===== src/rtl/nonogram_pkg.sv =====
// Shared types and sizing helpers for the nonogram board pipeline.
package nonogram_pkg;

  localparam int DEF_MAX_ROWS = 11;
  localparam int DEF_MAX_COLS = 11;

  typedef enum logic [1:0] {
    ST_RECEIVE  = 2'd0,
    ST_SOLVE    = 2'd1,
    ST_TRANSMIT = 2'd2,
    ST_FAULT    = 2'd3
  } state_t;

  typedef enum logic [1:0] {
    ERR_NONE     = 2'd0,
    ERR_OVERFLOW = 2'd1,
    ERR_TIMEOUT  = 2'd2,
    ERR_BAD_DIM  = 2'd3
  } err_t;

  // Bits needed to hold a dimension value 0..max_dim inclusive.
  function automatic int dim_w(input int max_dim);
    return $clog2(max_dim + 1);
  endfunction

endpackage


===== src/rtl/puzzle_sequencer_watchdog.sv =====
// Solve-phase watchdog: clearable up-counter that flags its final cycle.
module seq_watchdog #(
  parameter int TIMEOUT_CYCLES = 50_000_000
) (
  input  logic clk,
  input  logic rst,
  input  logic clr_i,
  input  logic en_i,
  output logic expired_o
);

  localparam int CNT_W = $clog2(TIMEOUT_CYCLES);
  localparam logic [CNT_W-1:0] LIMIT = CNT_W'(TIMEOUT_CYCLES - 1);

  logic [CNT_W-1:0] cnt_q;
  logic [CNT_W-1:0] cnt_d;

  // Hold at the limit so the count never wraps back into the valid window.
  always_comb begin
    cnt_d = cnt_q;
    if (clr_i)
      cnt_d = '0;
    else if (en_i && (cnt_q != LIMIT))
      cnt_d = cnt_q + 1'b1;
  end

  // Count register; cleared by reset and whenever the sequencer is outside SOLVE.
  always_ff @(posedge clk) begin
    if (rst)
      cnt_q <= '0;
    else
      cnt_q <= cnt_d;
  end

  assign expired_o = en_i && (cnt_q == LIMIT);

endmodule


===== src/rtl/puzzle_sequencer.sv =====
// Board-level RECEIVE/SOLVE/TRANSMIT sequencer with FIFO write mux,
// dimension/solution latches, watchdog, fault handling and board counter.
module puzzle_sequencer
  import nonogram_pkg::*;
#(
  parameter int MAX_ROWS       = DEF_MAX_ROWS,
  parameter int MAX_COLS       = DEF_MAX_COLS,
  parameter int LINE_WIDTH     = 16,
  parameter int TIMEOUT_CYCLES = 50_000_000,
  parameter int ROW_W          = dim_w(MAX_ROWS),
  parameter int COL_W          = dim_w(MAX_COLS)
) (
  input  logic                         clk,
  input  logic                         rst,
  input  logic                         abort,
  input  logic                         parse_done,
  input  logic                         parse_write,
  input  logic [LINE_WIDTH-1:0]        parse_line,
  input  logic [ROW_W-1:0]             m_in,
  input  logic [COL_W-1:0]             n_in,
  input  logic                         solve_write,
  input  logic [LINE_WIDTH-1:0]        solve_line,
  input  logic                         solved,
  input  logic [MAX_ROWS*MAX_COLS-1:0] solution_in,
  input  logic                         assembled,
  input  logic                         fifo_full,
  input  logic                         fifo_empty,
  output logic                         fifo_wr,
  output logic [LINE_WIDTH-1:0]        fifo_din,
  output logic                         fifo_srst,
  output logic                         solver_rst,
  output logic [ROW_W-1:0]             m_out,
  output logic [COL_W-1:0]             n_out,
  output logic [MAX_ROWS*MAX_COLS-1:0] solution_out,
  output logic [1:0]                   state,
  output logic [1:0]                   err,
  output logic [2:0]                   stat,
  output logic [7:0]                   board_count
);

  localparam logic [ROW_W-1:0] ROW_MAX = ROW_W'(MAX_ROWS);
  localparam logic [COL_W-1:0] COL_MAX = COL_W'(MAX_COLS);

  state_t state_q, state_d;
  err_t   err_q, err_d;
  logic   flush_q, flush_d;

  logic lat_dim, lat_sol, inc_cnt;
  logic sel_wr, overflow, dim_ok, wd_expired;

  logic [ROW_W-1:0]             m_q;
  logic [COL_W-1:0]             n_q;
  logic [MAX_ROWS*MAX_COLS-1:0] sol_q;
  logic [7:0]                   cnt_q;

  assign dim_ok   = (m_in != '0) && (m_in <= ROW_MAX) &&
                    (n_in != '0) && (n_in <= COL_MAX);
  assign overflow = sel_wr && fifo_full;

  seq_watchdog #(
    .TIMEOUT_CYCLES(TIMEOUT_CYCLES)
  ) u_watchdog (
    .clk       (clk),
    .rst       (rst),
    .clr_i     (state_q != ST_SOLVE),
    .en_i      (state_q == ST_SOLVE),
    .expired_o (wd_expired)
  );

  // State register with sticky error code and registered flush pulse.
  always_ff @(posedge clk) begin
    if (rst) begin
      state_q <= ST_RECEIVE;
      err_q   <= ERR_NONE;
      flush_q <= 1'b0;
    end else begin
      state_q <= state_d;
      err_q   <= err_d;
      flush_q <= flush_d;
    end
  end

  // Next-state logic; branch order encodes abort > overflow > solved > timeout > normal.
  always_comb begin
    state_d = state_q;
    err_d   = err_q;
    flush_d = 1'b0;
    lat_dim = 1'b0;
    lat_sol = 1'b0;
    inc_cnt = 1'b0;
    if (abort) begin
      state_d = ST_RECEIVE;
      if (state_q == ST_FAULT)
        err_d = ERR_NONE;
      else
        flush_d = 1'b1;
    end else if (overflow) begin
      state_d = ST_FAULT;
      err_d   = ERR_OVERFLOW;
      flush_d = 1'b1;
    end else begin
      case (state_q)
        ST_RECEIVE: begin
          if (parse_done) begin
            if (dim_ok) begin
              state_d = ST_SOLVE;
              lat_dim = 1'b1;
            end else begin
              state_d = ST_FAULT;
              err_d   = ERR_BAD_DIM;
              flush_d = 1'b1;
            end
          end
        end
        ST_SOLVE: begin
          if (solved) begin
            state_d = ST_TRANSMIT;
            lat_sol = 1'b1;
            flush_d = 1'b1;
          end else if (wd_expired) begin
            state_d = ST_FAULT;
            err_d   = ERR_TIMEOUT;
            flush_d = 1'b1;
          end
        end
        ST_TRANSMIT: begin
          if (assembled) begin
            state_d = ST_RECEIVE;
            inc_cnt = 1'b1;
          end
        end
        default: ;
      endcase
    end
  end

  // FIFO write mux: the current state picks the source; a full FIFO blocks the write.
  always_comb begin
    sel_wr   = 1'b0;
    fifo_din = '0;
    case (state_q)
      ST_RECEIVE: begin
        sel_wr   = parse_write;
        fifo_din = parse_line;
      end
      ST_SOLVE: begin
        sel_wr   = solve_write;
        fifo_din = solve_line;
      end
      default: ;
    endcase
    fifo_wr = sel_wr && !fifo_full;
  end

  // Dimension/solution latches and completed-board counter.
  always_ff @(posedge clk) begin
    if (rst) begin
      m_q   <= '0;
      n_q   <= '0;
      sol_q <= '0;
      cnt_q <= '0;
    end else begin
      if (lat_dim) begin
        m_q <= m_in;
        n_q <= n_in;
      end
      if (lat_sol)
        sol_q <= solution_in;
      if (inc_cnt)
        cnt_q <= cnt_q + 8'd1;
    end
  end

  assign fifo_srst    = rst || flush_q;
  assign solver_rst   = flush_q;
  assign m_out        = m_q;
  assign n_out        = n_q;
  assign solution_out = sol_q;
  assign state        = state_q;
  assign err          = err_q;
  assign stat         = {state_q, fifo_empty};
  assign board_count  = cnt_q;

endmodule


===== config.mk =====
export PLATFORM = sky130hd
export DESIGN_NAME = puzzle_sequencer
export DESIGN_NICKNAME = d
export VERILOG_FILES = /design/src/rtl/nonogram_pkg.sv /design/src/rtl/puzzle_sequencer_watchdog.sv /design/src/rtl/puzzle_sequencer.sv
export SDC_FILE = /design/constraint.sdc
export NUM_CORES = 1
export LEC_CHECK = 0
export CAP_MARGIN = 20
export CELL_PAD_IN_SITES_DETAIL_PLACEMENT = 2
export CELL_PAD_IN_SITES_GLOBAL_PLACEMENT = 2
export CORE_AREA = 2 2 201 164
export CTS_CLUSTER_SIZE = 20
export DETAILED_ROUTE_END_ITERATION = 6
export DIE_AREA = 0 0 203 166
export PLACE_DENSITY_LB_ADDON = 0.2
export SLEW_MARGIN = 20
export SYNTH_ARGS = -nofsm -noshare
export SYNTH_HDL_FRONTEND = slang
export SYNTH_SLANG_ARGS = --single-unit

===== constraint.sdc =====
create_clock -name clk -period 2.85 [get_ports clk]
set_clock_uncertainty 0.05 [all_clocks]
set_input_delay 0.855 -clock clk [delete_from_list [all_inputs] [get_ports clk]]
set_output_delay 0.855 -clock clk [all_outputs]
set_load 0.02 [all_outputs]

==> impl_metrics.yaml <==
pwr:
  switching_share_pct: 25.96
  power.internal_mw: 4.142
  p_seq_share_pct: 43.1
  combPwrFrac_pct: 14.4
  p_clk_share_pct: 42.5
  switchingPower_mw: 1.453
  peakVddDrop_v: 0.0004050
  p_leak_nw: 3.858
  power_per_cell_area_mw_per_mm2: 505.1
synth:
  synth_area_leader_cell: "dfxtp_1"
  syn_inst: 806
  synthTopCellsByArea: "dfxtp_1 (51%), nand2_1 (15%), a21oi_1 (9.8%)"
  synth_warnings: 0
  synth_nets: 984
  synth_flop_cell: "dfxtp_1"
  yosys.area.top_type_share_pct: 51.22
  synth_area_sq_mm: 0.006566
  ys_types: 47
  ys_seq_elements: 168
  async_reset_ff_share_pct: 0
  seq_area_frac_synth_pct: 51.22
  syn_avg_cell_area_sq_um: 8.147
  synth_edf_count: 0
floorplanning:
  core_area_sq_mm: 0.03182
  rows: 59
  fp.dieArea_sq_mm: 0.03370
  fp.dieH_um: 166
  start_util_pct: 20.64
  dieWidth_um: 203
  ioPinCount: 334
sta:
  final-setup-viol-count: 0
  drv_slew: 0
  tightestPinTransition_ps: 739.2
  slew_headroom_pct: 50.72
  rsz0062_at_grt: "no"
  period_share_pct: 96.75
  fin_setup_tns_ps: 0
  period_needed_ps: 2757
  hold_viol: 0
  max_freq_mhz: 362.7
worst_setup_path:
  worst-path-buf-inv: 2
  reg2reg_depth: 5
  cp.required_ps: 1950
  critPathArrivalTime_ps: 1850
  start_kind: "input pin"
  reg2reg_from: "u_watchdog.cnt_q[10]$_SDFFE_PP0P_"
  end_kind: "output port"
  cp_cell_sequence: "clkdlybuf4s50_1, a22o_1, dlygate4sd2_1"
  startpoint: "solve_line[10]"
  crit_family: "buffers and inverters"
  cp.depth: 3
  critical_path_class: "in -> out"
  path_max_fanout: 1
  cp_slowest_stage_delay_ps: 440
  slowest_stage: "clkdlybuf4s50_1"
layout:
  finalNonFillerCells: 1571
  syn2layout_area_growth_pct: 68.69
  drive_gt1_share_pct: 6.387
  mostFrequentLayoutCells: "clkdlybuf4s50_1 (313), nand2_1 (259), dfxtp_1 (167)"
  final_common_cell: "clkdlybuf4s50_1"
  nNetsFinal: 1308
  design_area_sq_mm: 0.01108
  post-route-util_pct: 34.81
worst_hold_path:
  hp-class: "reg -> reg"
  hold_depth: 2
  hp-start: "solution_out[11]$_SDFFE_PP0P_"
routing:
  highest_layer: "met4"
  routedWlPerCell_um: 17.14
  drc: 0
  drt_pass1_iterations: 4
  drtAntennaViolNets: 0
  vias_per_cell: 4.339
  postRouteWirelength_mm: 26.93
  route.layer.met1.wl_mm: 12.01
  wl_met3_mm: 1.637
  wl_met2_mm: 12.88
  initialDrtViolationCount: 168
  num_vias: 6816
clock_network:
  cts_setup_buffers: 0
  hold_buffers: 0
  h-tree-depth: 4
  cts_num_sinks: 168
  cts_tree: "done"
  clockBufferDepth: 2
  clk_pin_slew_worst_paths_ps: 60
  cts_made_buffers: 17
  cts_root_buf: "clkbuf_16"
  clock_latency_ps: 430
placed_design:
  port_buffers: 331
  dp_cells: 1538
  post_dp_cell_area_sq_mm: 0.01050
  place.gp.congestion: 0.7316
  dpl.hpwl_mm: 19.63
global_route:
  grt_max_degree: 143
  grt_pass1_wl_mm: 41.70
  track_usage_pct: 15.93
  antenna_found_initial: 1
  grt_pass1_vias: 7105
  grt_overflow: 0
job:
  drv_cap: 0
outcome:
  outcome: "complete, no violations"
==> what timing repair did <==
| item | in CTS | in global routing |
|---|---|---|
| resized for setup | 17 | 2 |
| hold endpoints to repair | 0 | 0 |
| setup endpoints to repair | 16 | 6 |
==> registers in the layout, indices dropped and copies added (netlist names) <==
name	flops
n_out	4
err	2
u_watchdog.cnt_q	26
state	2
m_out	4
board_count	8
solver_rst	1
solution_out	121
==> synth_stat cells (4+ instances only) <==
| cell type | count |
|---|---|
| and3_1 | 5 |
| nand3_1 | 15 |
| nor2_1 | 43 |
| nand4_1 | 10 |
| ha_1 | 7 |
| inv_1 | 6 |
| buf_2 | 8 |
| xor2_1 | 25 |
| nand2_1 | 259 |
| mux2i_1 | 13 |
| dfxtp_1 | 168 |
| a21oi_1 | 129 |
| o211ai_1 | 4 |
| o21ai_0 | 5 |
| clkbuf_1 | 42 |
| a22o_1 | 17 |
==> metrics by stage <==
step | hold slack [ps] | total power [mW] | setup WS (ps)
floorplan | 411.2 | 2.785 | 217.1
global placement | 391.8 | 3.293 | -127.6
detailed placement | 397.8 | 3.305 | -153.5
CTS | 408.3 | 5.706 | 55.35
global route | 428.7 | 5.864 | 28.07
finish | 405.8 | 5.595 | 92.64
==> power groups by stage <==
| stage | Sequential, mW | Clock (mW) | Combinational, mW |
|---|---|---|---|
| 2_1_floorplan | 2.52 | 0 | 0.266 |
| 4_1_cts | 2.41 | 2.47 | 0.820 |
| 5_1_grt | 2.42 | 2.58 | 0.869 |
| 6_report | 2.41 | 2.38 | 0.804 |
| 3_5_place_dp | 2.47 | 0 | 0.837 |
| 3_3_place_gp | 2.47 | 0 | 0.827 |
==> layer usage <==
layer  up-vias  track usage [%]
met2       157            26.47
met4         0            4.602
met5         -                0
met3        20            5.161
li1       3331                -
met1      3308            19.68
==> cell type report <==
| class | count | area (sq um) |
|---|---|---|
| diodes | 1 | 2.502 |
| clock buffers | 19 | 442.9 |
| clock inverters | 13 | 146.4 |
| fillers | 3571 | 20740 |
| inverters | 6 | 22.52 |
| multi-input cells | 577 | 2967 |
| flip-flops and latches | 168 | 3364 |
| well taps | 427 | 534.3 |
| repair buffers | 360 | 3597 |
==> worst paths after layout <==
path / endpoint / slack (ps)
setup / recovery: fifo_din[10] / 90
hold / removal: solution_out[11]$_SDFFE_PP0P_ / 410
setup reg to reg: solver_rst$_SDFF_PP0_ / 400
hold reg to reg: solution_out[11]$_SDFFE_PP0P_ / 410
==> cells by family after synthesis <==
kind of cell	count (synthesis)	synth area share [%]
simple gates	357	22.75
fa+ha+maj	7	1.334
xor+xnor	28	3.735
buf+inv	61	3.925
compound gates	172	15.05
mux	13	1.982
flops	168	51.22
==> worst register-to-register path, stage by stage, from the launching register on <==
cell and delay [ps]:
dfxtp_1 370, or4_1 530, or4_4 610, nor3_4 440, o21ai_2 110, a221oi_2 250
No activity file was read; power rests on OpenSTA's default activity.
